==> config.mk <==
export PLATFORM = sky130hd
export DESIGN_NAME = id_ex_pipeline_register
export DESIGN_NICKNAME = d
export VERILOG_FILES = /design/src/rtl/core_pkg.sv /design/src/rtl/pipe_reg.sv /design/src/rtl/id_ex_pipeline_register.sv
export SDC_FILE = /design/constraint.sdc
export NUM_CORES = 1
export LEC_CHECK = 0
export CAP_MARGIN = 20
export CORE_MARGIN = 5
export CORE_UTILIZATION = 41
export CTS_CLUSTER_SIZE = 12
export DETAILED_ROUTE_END_ITERATION = 10
export PLACE_DENSITY_LB_ADDON = 0.12
export SLEW_MARGIN = 5
export SYNTH_ARGS = -nofsm -noshare
export SYNTH_HDL_FRONTEND = slang
export SYNTH_SLANG_ARGS = --single-unit
export TNS_END_PERCENT = 50
==> constraint.sdc <==
create_clock -name clk_i -period 1.78 [get_ports clk_i]
set_input_delay 0.178 -clock clk_i [delete_from_list [all_inputs] [get_ports clk_i]]
set_output_delay 0.178 -clock clk_i [all_outputs]
set_load 0.01 [all_outputs]
==> src/rtl/core_pkg.sv <==
// Shared pipeline definitions for the 5-stage RISC-V core: the decode control
// word, its bubble value and the ALU operation class encodings.
package core_pkg;

  localparam int unsigned REG_IDX_W = 5;

  typedef enum logic [1:0] {
    ALUOP_ADD   = 2'b00,
    ALUOP_SUB   = 2'b01,
    ALUOP_RTYPE = 2'b10,
    ALUOP_ITYPE = 2'b11
  } alu_op_e;

  typedef struct packed {
    logic [REG_IDX_W-1:0] RegDst;
    alu_op_e              ALUOp;
    logic                 ALUSrc;
    logic                 RegWrite;
    logic                 MemToReg;
    logic                 MemRead;
    logic                 MemWrite;
    logic                 Branch;
  } ctrl_t;

  localparam ctrl_t       CTRL_NOP = '0;
  localparam int unsigned CTRL_W   = $bits(ctrl_t);

endpackage

==> src/rtl/pipe_reg.sv <==
// Generic pipeline register: async active-low reset, enable, and a
// synchronous clear that takes priority over the enable.
module pipe_reg #(
  parameter int unsigned W = 8
) (
  input  logic         clk_i,
  input  logic         rst_n_i,
  input  logic         en_i,
  input  logic         clr_i,
  input  logic [W-1:0] d_i,
  output logic [W-1:0] q_o
);

  always_ff @(posedge clk_i or negedge rst_n_i) begin
    if (!rst_n_i)   q_o <= '0;
    else if (clr_i) q_o <= '0;
    else if (en_i)  q_o <= d_i;
  end

endmodule

==> src/rtl/id_ex_pipeline_register.sv <==
// ID/EX pipeline register: captures the decode control word and operands,
// with stall (hold), flush (bubble), valid tracking and a saturating bubble count.
module id_ex_pipeline_register
  import core_pkg::*;
#(
  parameter int unsigned XLEN         = 32,
  parameter int unsigned REG_ADDR_W   = 5,
  parameter int unsigned BUBBLE_CNT_W = 16
) (
  input  logic                    clk_i,
  input  logic                    rst_n_i,
  input  logic                    stall_i,
  input  logic                    flush_i,
  input  logic                    valid_i,
  input  logic [REG_ADDR_W-1:0]   RegDst_i,
  input  logic [1:0]              ALUOp_i,
  input  logic                    ALUSrc_i,
  input  logic                    RegWrite_i,
  input  logic                    MemToReg_i,
  input  logic                    MemRead_i,
  input  logic                    MemWrite_i,
  input  logic                    Branch_i,
  input  logic [XLEN-1:0]         pc_i,
  input  logic [XLEN-1:0]         rs1_data_i,
  input  logic [XLEN-1:0]         rs2_data_i,
  input  logic [XLEN-1:0]         imm_i,
  input  logic [REG_ADDR_W-1:0]   rs1_addr_i,
  input  logic [REG_ADDR_W-1:0]   rs2_addr_i,
  input  logic [3:0]              funct_i,
  output logic [REG_ADDR_W-1:0]   RegDst_o,
  output logic [1:0]              ALUOp_o,
  output logic                    ALUSrc_o,
  output logic                    RegWrite_o,
  output logic                    MemToReg_o,
  output logic                    MemRead_o,
  output logic                    MemWrite_o,
  output logic                    Branch_o,
  output logic [XLEN-1:0]         pc_o,
  output logic [XLEN-1:0]         rs1_data_o,
  output logic [XLEN-1:0]         rs2_data_o,
  output logic [XLEN-1:0]         imm_o,
  output logic [REG_ADDR_W-1:0]   rs1_addr_o,
  output logic [REG_ADDR_W-1:0]   rs2_addr_o,
  output logic [3:0]              funct_o,
  output logic                    valid_o,
  output logic [BUBBLE_CNT_W-1:0] bubble_cnt_o
);

  localparam int unsigned DATA_W = 4 * XLEN + 2 * REG_ADDR_W + 4;

  ctrl_t             ctrl_in;
  ctrl_t             ctrl_q;
  logic [CTRL_W:0]   ctrl_word_q;
  logic [DATA_W-1:0] data_q;
  logic              load;
  logic              bubble_evt;

  assign load       = !stall_i && !flush_i;
  assign bubble_evt = flush_i || (load && !valid_i);

  // An invalid instruction carries no side effects into EX.
  always_comb begin
    ctrl_in = CTRL_NOP;
    if (valid_i) begin
      ctrl_in.RegDst   = RegDst_i;
      ctrl_in.ALUOp    = alu_op_e'(ALUOp_i);
      ctrl_in.ALUSrc   = ALUSrc_i;
      ctrl_in.RegWrite = RegWrite_i;
      ctrl_in.MemToReg = MemToReg_i;
      ctrl_in.MemRead  = MemRead_i;
      ctrl_in.MemWrite = MemWrite_i;
      ctrl_in.Branch   = Branch_i;
    end
  end

  pipe_reg #(.W(CTRL_W + 1)) u_ctrl_reg (
    .clk_i   (clk_i),
    .rst_n_i (rst_n_i),
    .en_i    (!stall_i),
    .clr_i   (flush_i),
    .d_i     ({valid_i, ctrl_in}),
    .q_o     (ctrl_word_q)
  );

  pipe_reg #(.W(DATA_W)) u_data_reg (
    .clk_i   (clk_i),
    .rst_n_i (rst_n_i),
    .en_i    (!stall_i),
    .clr_i   (flush_i),
    .d_i     ({pc_i, rs1_data_i, rs2_data_i, imm_i, rs1_addr_i, rs2_addr_i, funct_i}),
    .q_o     (data_q)
  );

  assign valid_o    = ctrl_word_q[CTRL_W];
  assign ctrl_q     = ctrl_word_q[CTRL_W-1:0];
  assign RegDst_o   = ctrl_q.RegDst;
  assign ALUOp_o    = ctrl_q.ALUOp;
  assign ALUSrc_o   = ctrl_q.ALUSrc;
  assign RegWrite_o = ctrl_q.RegWrite;
  assign MemToReg_o = ctrl_q.MemToReg;
  assign MemRead_o  = ctrl_q.MemRead;
  assign MemWrite_o = ctrl_q.MemWrite;
  assign Branch_o   = ctrl_q.Branch;

  assign {pc_o, rs1_data_o, rs2_data_o, imm_o, rs1_addr_o, rs2_addr_o, funct_o} = data_q;

  always_ff @(posedge clk_i or negedge rst_n_i) begin
    if (!rst_n_i) begin
      bubble_cnt_o <= '0;
    end else if (bubble_evt && (bubble_cnt_o != '1)) begin
      bubble_cnt_o <= bubble_cnt_o + BUBBLE_CNT_W'(1);
    end
  end

endmodule

---- Word level (Yosys, flattened, before mapping) ----
Cells that the tools add are included.
storage, ports and cells
  bits in registers ....................... 172
  bits in latches ......................... 0
  memory bits (writable) .................. 0
  memory bits (read-only) ................. 0
  input port bits ......................... 160
  output and inout port bits .............. 172
  logic and storage cells ................. 18
  memories kept ........................... 0
operators by class
  $add $sub $neg .......................... 1
  multipliers ............................. 0
  divide/modulo/power cells ............... 0
  order comparisons ....................... 0
  eq/ne operators ......................... 2
  shift operators ......................... 0
  multiplexer cells ....................... 5
  bitwise logic cells ..................... 0
  reduce and logical (&&, ||, !) cells .... 7
operator list
  kind                                           number
  two-way mux 142 bit                            2
  two-way mux 14 bit                             2
  adder 16 x 1 -> 16 bit, second input constant  1
  != test 16 bit, second input constant          1
  two-way mux 13 bit                             1
  logical AND 1 bit                              3
  zero test 1 bit                                3
  != test 2 x 1 -> 1 bit, second input constant  1
  logical OR 1 bit                               1

---- Longest topological paths before layout ----
  depth in word-level cells ............... 5
  mapped depth ............................ 5
  depth with buffers taken out ............ 5

---- Hierarchy ----
A second synthesis with hierarchy kept.
second synthesis, totals
  cell total of the unflattened synthesis .. 587
  area total of the unflattened synthesis .. 7,226.9 sq um
by module, submodules not included
  module                   times used  cells each  area an instance (sq um)
  pipe_reg (u_data_reg)    1           458         5,758.0
  id_ex_pipeline_register  1           84          890.9
  pipe_reg (u_ctrl_reg)    1           45          578.1

---- Worst setup path before layout ----
Ideal clock, no wire load.
  kind .................................... register -> register
  start point ............................. reg bubble_cnt_o[0]
  end point ............................... reg bubble_cnt_o[1]
  setup time .............................. 125 ps
  data arrival time ....................... 1,553 ps
  path slack .............................. 102 ps
  cell stages (with the launch flop) ...... 5
  buffers on the path ..................... 0
  cell sequence ........................... dfrtp_1 ha_1 nand3_1 o41ai_2 mux2_2
on the way
  longest elaborated chain between the ends .. 2
ends and longest elaborated chain
  what                                                            RTL line                        text
  start, declared                                                 id_ex_pipeline_register.sv:46   output logic [BUBBLE_CNT_W-1:0] bubble_cnt_o
  start signal, assigned                                          id_ex_pipeline_register.sv:111  bubble_cnt_o <= bubble_cnt_o + BUBBLE_CNT_W'(1);
  branches (longest 2 deep; another with adder 16 x 1 -> 16 bit)  n/a
Parallel ways; which one is timed is not known.
A chain may end at the register's enable or synchronous reset.

---- Worst setup path after layout ----
Same ends and word-level chain as after synthesis.

==> impl_metrics.tcl <==
set metrics [dict create \
    fillers 1352 \
    slew_viol_final 0 \
    r2r_setup_slack_ns 0.06 \
    antenna_found_initial 0 \
    path_cells "ha_1 > nand3_1 > o41ai_2 > mux2_2" \
    ant_nets 0 \
    holdWs_ns 0.122 \
    pre_cts_ws_ns 0.0593 \
    crit_type "flop to flop" \
    finalCritPeriodShare_pct 96.6 \
    rows 48 \
    vias_per_cell 4.84 \
    worstMarginPinSlew_ns 0.665 \
    cp_data_required_time_ns 2.08 \
    slew_headroom_pct 55.7 \
    grt_max_degree 156 \
    setup_viol 0 \
    dp_cells 1133 \
    worstHoldPathType "input port to flop" \
    clk_path_buf_depth 2 \
    status "completed" \
    ios 332 \
    syn_area_sq_um 7060 \
    clock_latency_ns 0.41 \
    ys_ff_latch 172 \
    yosys_most_used_dff "dfrtp_1" \
    grt_pass1_wl_mm 33.7 \
    area_growth_pct 59.7 \
    final.setup.worst_slack_ns 0.0610 \
    chipHeight_microns 141 \
    synth_top_area_share_pct 61.0 \
    cts_tree "yes" \
    synth_edf_count 0 \
    cts-root-buf "clkbuf_16" \
    die_width_microns 141 \
    slowest_stage "o41ai_2" \
    slowest_delay_ns 0.46 \
    post_route_cells_drive_above_1_share_pct 5.73 \
    port_buffers 331 \
    fin_nets 1090 \
    yosys_warnings 0 \
    wl_per_cell_microns 18.3 \
    drv_cap 0 \
    drt-initial-drc-count 258 \
    grt-ovfl-total 0 \
    htreeDepth 4 \
    arrival_ns 2.02 \
    hold_viol_final 0 \
    p_leak_nw 5.26 \
    drt-pass1-iter-count 5 \
    synthArstFlopShare_pct 100 \
    drc 0 \
    antenna_cells 0 \
    ys_top_cells_by_area "dfrtp_1 (61%), mux2i_1 (20%), nor2_1 (9.2%)" \
    instances_no_fill 1167 \
    syn_inst 601 \
    initial_core_util_pct 41.2 \
    vdd_drop_max_v 0.000598 \
    end_kind "flop" \
    globalplace.congestion 0.859 \
    cts_buffers 17 \
    min_period_ns 1.72 \
    fin_skew_ns 0.00442 \
    clk_pin_slew_ns 0.06 \
    wl_mm 21.3 \
    synth_cell_type_count 30 \
    grt_usage_pct 21.5 \
    powerDensity_nw_per_um2 887 \
    synthesis.nets 762 \
    routed-via-count 5650 \
    avgSynthCellArea_sq_um 11.7 \
    synth_seq_area_share_pct 61.0 \
    crit_fanout 4 \
    grt_pass1_vias 6192 \
    synth_top_area_cell "dfrtp_1" \
    cp-start-kind "flop" \
    dp_hpwl_mm 15.7 \
    coreArea_sq_um 17100 \
    numClockSinks 172 \
    die_area_sq_um 19900 \
    clock.fmax_mhz 582 \
    rsz0062_at_grt "yes" \
]
## final timing paths
| check | endpoint | depth (start not counted) | startpoint |
|---|---|---|---|
| min reg2reg | bubble_cnt_o[15] | 1 | bubble_cnt_o[15] |
| max in group asynchronous | bubble_cnt_o[12] | 3 | rst_n_i |
| min | u_ctrl_reg.q_o[13] | 3 | flush_i |
| max | bubble_cnt_o[1] | 4 | bubble_cnt_o[0] |
| min in group asynchronous | u_data_reg.q_o[61] | 2 | rst_n_i |
| max reg2reg | bubble_cnt_o[1] | 4 | bubble_cnt_o[0] |
## where the power goes
part | total, W | switching [W] | internal, W | leakage (nW)
Clock | 0.00357 | 0.00149 | 0.00208 | 0.271
Combinational | 0.00199 | 0.000843 | 0.00115 | 2.71
Sequential | 0.00445 | 0.000242 | 0.00420 | 2.27
Total | 0.0100 | 0.00258 | 0.00742 | 5.26
## routing by layer
metal	routed length (microns)	global-route usage, %	vias to the layer above
met5	0	0	-
met4	546	7.90	0
met3	2020	8.11	36
met2	10600	36.8	242
met1	8100	24.4	2713
li1	-	-	2659
## what timing repair did
item | in CTS | in global routing
setup endpoints to repair | 0 | 9
buffers inserted | 0 | 1
resized for setup | 0 | 1
endpoints found under the hold margin | 55 | 0
hold buffers | 1 | 0
## synth_stat cells, types with 3 or more instances
cell type	n
nor2_1	173
dfrtp_1	172
mux2i_1	142
clkbuf_1	20
nand2_1	17
a21oi_1	15
buf_2	15
xor2_1	10
nor3_1	7
nand3_1	4
xnor2_1	4
nand4_1	3
## state kept, by name, indices dropped and copies added, names as in the netlist
name / flops
bubble_cnt_o: 16
u_ctrl_reg.q_o: 14
u_data_reg.q_o: 142
## placed cells by master, fill, tap and decap left out
master	synthesis	layout
dlygate4sd3_1	0	1
and4_1	1	1
clkdlybuf4s50_1	0	328
buf_12	0	7
nor4_4	1	1
xor2_1	10	10
nand2_1	17	17
inv_1	1	1
and2_1	1	1
ha_1	1	1
nand3b_1	2	2
clkbuf_8	0	5
buf_6	0	1
nand4b_1	1	1
o41ai_2	1	1
a21oi_1	15	15
clkinv_4	0	2
nand2b_1	1	1
clkbuf_16	0	17
clkinvlp_4	0	4
nand3_1	4	4
nand4_1	3	3
nor3_1	7	7
nor3b_1	1	1
buf_4	0	8
o21bai_4	1	1
xnor2_1	4	4
and3_1	1	1
clkinv_2	0	2
clkbuf_1	20	2
bufinv_16	0	1
mux2i_1	142	142
mux2_2	1	1
nor4_2	0	1
dfrtp_1	172	172
nor2_1	173	173
and4_2	1	1
nand4_4	1	1
## stage by stage
stage / TNS (ns) / util [%] / instance area, sq um / total power (W)
3_3_place_gp: 0 / 62.4 / 10700 / 0.00647
5_1_grt: -0.0243 / 65.9 / 11300 / 0.0105
6_report: 0 / 65.9 / 11300 / 0.0100
3_5_place_dp: 0 / 62.4 / 10700 / 0.00652
2_1_floorplan: 0 / - / 7060 / 0.00525
4_1_cts: 0 / 65.8 / 11300 / 0.0101
## layout make-up
class	instances	area [sq um]	area share, %
tap	225	282	2.50
sequential	172	4300	38.2
multi-input combinational	391	2590	23.0
clock buffer	23	488	4.33
clock inverter	9	87.6	0.777
inverter	1	3.75	0.0333
timing repair buffer	346	3520	31.2
## worst max-delay path: cells and delay by family (launching register included)
kind                     cells  cell delay, ns
AND/OR/NAND/NOR              1            0.17
flip-flops                   1            0.40
AO/OA/AOI/OAI                1            0.46
adder cells (fa/ha/maj)      1            0.19
multiplexers                 1            0.38
## cell families after synthesis
family,after synthesis,share of synthesized area [%]
simple gates,216,12.8
flops,172,61.0
buf+inv,38,2.45
mux,143,20.3
compound gates,17,1.56
xor+xnor,14,1.74
fa+ha+maj,1,0.177
Power figures use the tool's default switching activity.
